## src/rtl/fetch_ctrl.sv

```systemverilog
// Fetch-stage control: loads the boot vector after reset, arbitrates PC redirects
// and stalls, and sequences interrupt entry through the vector table.
module fetch_ctrl #(
    parameter logic [7:0] RESET_VEC_ADDR = 8'h00,
    parameter logic [7:0] IRQ_VEC_ADDR   = 8'h01
) (
    input  logic       clk,
    input  logic       reset,
    input  logic       hazard_stall,
    input  logic       br_taken_ex,
    input  logic [7:0] br_target_ex,
    input  logic       rti_ex,
    input  logic       irq,
    input  logic [7:0] pc_cur,
    input  logic [7:0] imem_rdata,
    output logic       vec_sel,
    output logic [7:0] vec_addr,
    output logic       pc_stall,
    output logic       pc_branch_taken,
    output logic [7:0] pc_branch_target,
    output logic       flush_if,
    output logic       flush_id,
    output logic       irq_ack,
    output logic [7:0] epc,
    output logic       int_en,
    output logic [2:0] dbg_state
);

    typedef enum logic [2:0] {
        BOOT_RD = 3'd0,
        BOOT_LD = 3'd1,
        RUN     = 3'd2,
        INT_RD  = 3'd3,
        INT_LD  = 3'd4
    } state_e;

    state_e     state_q, state_d;
    logic [7:0] vec_reg_q, vec_reg_d;
    logic [7:0] epc_q, epc_d;
    logic       int_en_q, int_en_d;

    always_ff @(posedge clk) begin
        if (reset) begin
            state_q   <= BOOT_RD;
            vec_reg_q <= 8'h00;
            epc_q     <= 8'h00;
            int_en_q  <= 1'b0;
        end else begin
            state_q   <= state_d;
            vec_reg_q <= vec_reg_d;
            epc_q     <= epc_d;
            int_en_q  <= int_en_d;
        end
    end

    always_comb begin
        state_d          = state_q;
        vec_reg_d        = vec_reg_q;
        epc_d            = epc_q;
        int_en_d         = int_en_q;
        vec_sel          = 1'b0;
        vec_addr         = 8'h00;
        pc_stall         = 1'b0;
        pc_branch_taken  = 1'b0;
        pc_branch_target = 8'h00;
        flush_if         = 1'b0;
        flush_id         = 1'b0;
        irq_ack          = 1'b0;

        // While reset is held the outputs already look like the boot vector read.
        if (reset) begin
            vec_sel  = 1'b1;
            vec_addr = RESET_VEC_ADDR;
            pc_stall = 1'b1;
            flush_if = 1'b1;
            flush_id = 1'b1;
        end else begin
            case (state_q)
                BOOT_RD: begin
                    vec_sel   = 1'b1;
                    vec_addr  = RESET_VEC_ADDR;
                    pc_stall  = 1'b1;
                    flush_if  = 1'b1;
                    flush_id  = 1'b1;
                    vec_reg_d = imem_rdata;
                    state_d   = BOOT_LD;
                end
                BOOT_LD: begin
                    pc_branch_taken  = 1'b1;
                    pc_branch_target = vec_reg_q;
                    flush_if         = 1'b1;
                    flush_id         = 1'b1;
                    int_en_d         = 1'b1;
                    state_d          = RUN;
                end
                RUN: begin
                    if (rti_ex) begin
                        pc_branch_taken  = 1'b1;
                        pc_branch_target = epc_q;
                        flush_if         = 1'b1;
                        flush_id         = 1'b1;
                        int_en_d         = 1'b1;
                    end else if (br_taken_ex) begin
                        pc_branch_taken  = 1'b1;
                        pc_branch_target = br_target_ex;
                        flush_if         = 1'b1;
                        flush_id         = 1'b1;
                    end else if (irq && int_en_q && !hazard_stall) begin
                        epc_d    = pc_cur;
                        int_en_d = 1'b0;
                        pc_stall = 1'b1;
                        flush_if = 1'b1;
                        state_d  = INT_RD;
                    end else begin
                        pc_stall = hazard_stall;
                        flush_id = hazard_stall;
                    end
                end
                INT_RD: begin
                    vec_sel   = 1'b1;
                    vec_addr  = IRQ_VEC_ADDR;
                    pc_stall  = 1'b1;
                    flush_if  = 1'b1;
                    vec_reg_d = imem_rdata;
                    state_d   = INT_LD;
                    // A branch resolving under entry becomes the return address instead.
                    if (br_taken_ex) begin
                        epc_d    = br_target_ex;
                        flush_id = 1'b1;
                    end
                end
                INT_LD: begin
                    pc_branch_taken  = 1'b1;
                    pc_branch_target = vec_reg_q;
                    flush_if         = 1'b1;
                    irq_ack          = 1'b1;
                    state_d          = RUN;
                    if (br_taken_ex) begin
                        epc_d    = br_target_ex;
                        flush_id = 1'b1;
                    end
                end
                default: begin
                    state_d = BOOT_RD;
                end
            endcase
        end
    end

    assign epc       = epc_q;
    assign int_en    = int_en_q;
    assign dbg_state = state_q;

endmodule

```

## config.mk

```make
export PLATFORM = sky130hd
export DESIGN_NAME = fetch_ctrl
export DESIGN_NICKNAME = d
export VERILOG_FILES = /design/src/rtl/fetch_ctrl.sv
export SDC_FILE = /design/constraint.sdc
export NUM_CORES = 1
export LEC_CHECK = 0
export CORE_ASPECT_RATIO = 0.75
export CORE_UTILIZATION = 43
export DETAILED_ROUTE_END_ITERATION = 16
export PLACE_DENSITY = 0.9
export SLEW_MARGIN = 25
export SYNTH_ARGS = -nofsm -noshare
export SYNTH_HDL_FRONTEND = slang
export SYNTH_SLANG_ARGS = --single-unit
```

## constraint.sdc

```tcl
create_clock -name clk -period 2.3 [get_ports clk]
set_input_delay 0.23 -clock clk [delete_from_list [all_inputs] [get_ports clk]]
set_output_delay 0.23 -clock clk [all_outputs]
set_load 0.01 [all_outputs]
```

==> results by stage <==
Status:
- The flow ran to the end, and the final reports show no timing, DRC or antenna violations.

CTS:
- The TritonCTS clock tree is yes.
- After clock tree synthesis, the flow added hold-fix buffers numbering 0.
- Clock latency on the worst-skew pair, taken at its later pin, is 0.26 ns.
- CTS built an H-tree with a depth of 1.
- The clock slew seen by the registers of the worst setup and hold paths is 0.08 ns.
- The number of buffers created by CTS is 3.
- Clock tree synthesis selected as its root buffer the cell sky130_fd_sc_hd__clkbuf_8.
- The buffer levels on the longest clock path is 2.
- For this design, the sink count on the clock tree is 20.

Synthesis:
- The number of synthesis warnings is 0.
- The most used flip-flop cell after synthesis is sky130_fd_sc_hd__dfxtp_1.
- After synthesis the netlist holds a flip-flop and latch count of 20.
- The summed instance area of the synthesized netlist is 1580 um^2.
- The async set or reset register ratio after synthesis is 0%.
- After Yosys synthesis, XOR and XNOR cells account for 1.11% of the synthesized area.
- Summing the sequential cell areas from Yosys gives 25.4% of the chip area.
- The simple-gate portion of the synthesized area is 21.6%.
- The top cell type by total area after synthesis is sky130_fd_sc_hd__dfxtp_1.
- The number of instances in the synthesized netlist is 205.
- After Yosys synthesis, full adders, half adders and majority gates account for 0% of the synthesized area.
- Measured against the total synthesized area, the mux share comes to 0.634%.
- By area the synthesized netlist is led by sky130_fd_sc_hd__dfxtp_1, sky130_fd_sc_hd__a21oi_1, sky130_fd_sc_hd__a22o_1.
- The library cell with the highest instance count after synthesis is sky130_fd_sc_hd__a21oi_1.
- The synthesized design devotes to its leading area cell type 25.4% of total area.
- Summing the areas of all compound-gate instances in the mapped netlist gives 41.9% of the synthesized area.
- The combinational family with the most area after synthesis is compound AO/OA/AOI/OAI gates.
- Counting flops with a built-in enable in the synthesized netlist gives 0.
- After synthesis, the netlist uses 36 different library cells.
- The post-synthesis area per instance is 7.70 um^2.
- In the synthesized netlist, the cells that appear most often are sky130_fd_sc_hd__a21oi_1, sky130_fd_sc_hd__dfxtp_1, sky130_fd_sc_hd__nand2_1.

Timing:
- The final-layout worst hold slack is 0.506 ns.
- The number of hold-slack violations in the final timing report is 0.
- The total count of max-transition violations in the final report came to 0.
- After layout, the minimum clock period comes to 2.20 ns.
- Dividing the final minimum period by the clock period gives 95.9%.
- Setup repair after global routing left no endpoint under its margin.
- The final setup TNS is 0 ns.
- The maximum clock skew at final layout is 0.00131 ns.
- The maximum frequency from static timing analysis is 0.454 GHz.
- The number of failing setup endpoints in the final timing report is 0.
- Setup slack on the critical path of the routed design comes to 0.0952 ns.

Critical path:
- The critical path is of the reg -> out type.
- The critical path launch point is dbg_state[1]$_SDFFE_PP0P_.
- The worst reg2reg path endpoint is epc[5]$_SDFFE_PP0P_.
- Of all nets on the critical path, the largest fanout is 7.
- The required time of the worst setup path is 2.07 ns.
- The cell count of the worst reg-to-reg path is 8.
- STA classifies the critical path endpoint as an output port.
- The data arrival time of the worst path is 1.97 ns.
- In this run the register-to-register setup slack is 0.39 ns.
- The source of the worst register-to-register timing path is dbg_state[1]$_SDFFE_PP0P_.
- The nature of the critical path startpoint is a register.

Die:
- Row generation in the floorplan step produced 18 rows.
- The width of the die is 71.9 um.
- The die area is 3920 um^2.
- The boundary pin count is 64.
- The floorplan step defined a core boundary enclosing 3400 um^2.
- The height of the die is 54.5 um.
- The initial utilization of the core area, before any placement, comes to 46.4%.

Place:
- Detailed placement finished with a half-perimeter wire length of 3530 um.
- In this run the tool buffered the top-level ports with 56 buffer cells.
- In this run, placement finished with an instance count of 311.
- The congestion estimate from routability-driven global placement came to 0.834.
- The pre-CTS setup slack is 0.0740 ns.
- The total placed instance area is 2240 um^2.

Global route:
- The number of global-route vias before repair is 1692.
- After global routing the overflow that remains totals 0.
- The first-pass GRT wire length is 8230 um.
- For this run, the total global-route usage over all layers was measured as 27.4%.
- The number of antenna violations at the first check in global routing is 0.
- The pin count of the biggest net entering global routing is 30.

Min path:
- The worst hold-check path type is in -> reg.
- The destination of the worst hold path is vec_reg_q[6]$_SDFFE_PP0P_.
- In this run the most critical hold path is launched from imem_rdata[6].
- The number of instances on the worst hold path is 3.

Route:
- The detailed-routing iteration count for the pre-antenna-repair pass is 5.
- The post-route DRC violation count is 0.
- In the final routed layout, each cell accounts on average for 15.9 um.
- After detailed routing, the number of vias per cell comes to 5.98.
- The number of DRC markers in iteration 0 is 258.
- The vias after detailed routing is 1890.
- Summed over all layers, the routed wires come to 5040 um.
- In this run the remaining antenna-violating nets after routing total 0.

Power and ir drop:
- The maximum ir drop on the vdd rail is 0.363 mV.
- The leakage power total is 0.917 nW.
- The power per standard cell area is 596 nW/um^2.
- The design draws 1.39 mW.

Run:
- Max-cap violations in this run came to 0.

Layout:
- The repair_antennas step left the layout with diodes totalling 0.
- The final instance area is 2340 um^2.
- The filler cells instantiated in the layout total 270.
- The core utilization of the finished layout is 68.8%.
- The share of cells above drive strength 1 is 16.5%.
- The number of nets in the layout is 297.
- The finished layout holds 316 standard cells, fillers aside.
- The synthesis-to-finish area growth is 48.2%.
- The register area is 403 um^2.
- The combined area of the multi-input logic cells is 1070 um^2.
[where the power goes]
group / switching, mW / internal, mW / total [mW]
clock network: 0.133 / 0.233 / 0.365
registers: 0.0409 / 0.388 / 0.429
logic: 0.302 / 0.297 / 0.599
[worst max path at each step]
stage	to	slack, ns	depth (start not counted)
global route	pc_stall	0.008	6
detailed placement	pc_branch_target[0]	0.07	6
floorplan	pc_branch_target[0]	0.36	4
global placement	pc_branch_target[4]	0.12	7
finish	pc_branch_target[4]	0.1	6
CTS	pc_stall	0.004	6
[final cells by class]
type	instances	share of cell area (%)
clock buffer	3	1.77
clock inverter	1	1.28
inverter	3	0.482
multi-input combinational	163	45.6
sequential	20	17.2
tap	50	2.68
timing repair buffer	76	30.9
[critical path: stages (launching register included)]
cell and delay [ns]:
sky130_fd_sc_hd__dfxtp_2 0.39, sky130_fd_sc_hd__or3b_4 0.43, sky130_fd_sc_hd__nor3_1 0.18, sky130_fd_sc_hd__buf_4 0.19, sky130_fd_sc_hd__a22oi_1 0.09, sky130_fd_sc_hd__a21oi_1 0.15, sky130_fd_sc_hd__dlygate4sd2_1 0.28
[state kept, by name (all words and copies together), names as in the netlist]
| register | flops |
|---|---|
| int_en | 1 |
| dbg_state | 3 |
| vec_reg_q | 8 |
| epc | 8 |
[metal layers]
layer	global-route usage [%]	vias up	wire length (um)
met2	42.8	118	2260
met4	5.23	0	23
met1	38.8	878	2210
met5	0	-	0
met3	6.63	6	539
li1	-	888	-
[kinds of logic (layout without fill, tap and decap cells)]
group,Yosys count,after routing
compound gates,88,88
simple gates,65,65
buf+inv,28,83
flops,20,20
xor+xnor,2,2
other cells,1,7
mux,1,1
[placed cells by master, fill, tap and decap left out, types with 3 or more instances in the layout]
cell type                          n
sky130_fd_sc_hd__nand2_1          17
sky130_fd_sc_hd__clkdlybuf4s50_1  47
sky130_fd_sc_hd__clkbuf_8          3
sky130_fd_sc_hd__nor3_1           13
sky130_fd_sc_hd__nor2_1           13
sky130_fd_sc_hd__a32o_1            7
sky130_fd_sc_hd__dlygate4sd2_1     4
sky130_fd_sc_hd__a211oi_2          8
sky130_fd_sc_hd__conb_1            7
sky130_fd_sc_hd__and3_1            8
sky130_fd_sc_hd__a22oi_1           7
sky130_fd_sc_hd__a2bb2oi_1         7
sky130_fd_sc_hd__nand2b_1          3
sky130_fd_sc_hd__a21oi_1          28
sky130_fd_sc_hd__dfxtp_1          18
sky130_fd_sc_hd__o21ai_0           8
sky130_fd_sc_hd__a22o_1           16
sky130_fd_sc_hd__buf_4            18
[repair_timing]
| action | in CTS | in global routing |
|---|---|---|
| buffers inserted | 1 | 0 |
| setup endpoints to repair | 9 | 7 |
| gates resized for setup | 14 | 10 |
Power figures use the tool's default switching activity.
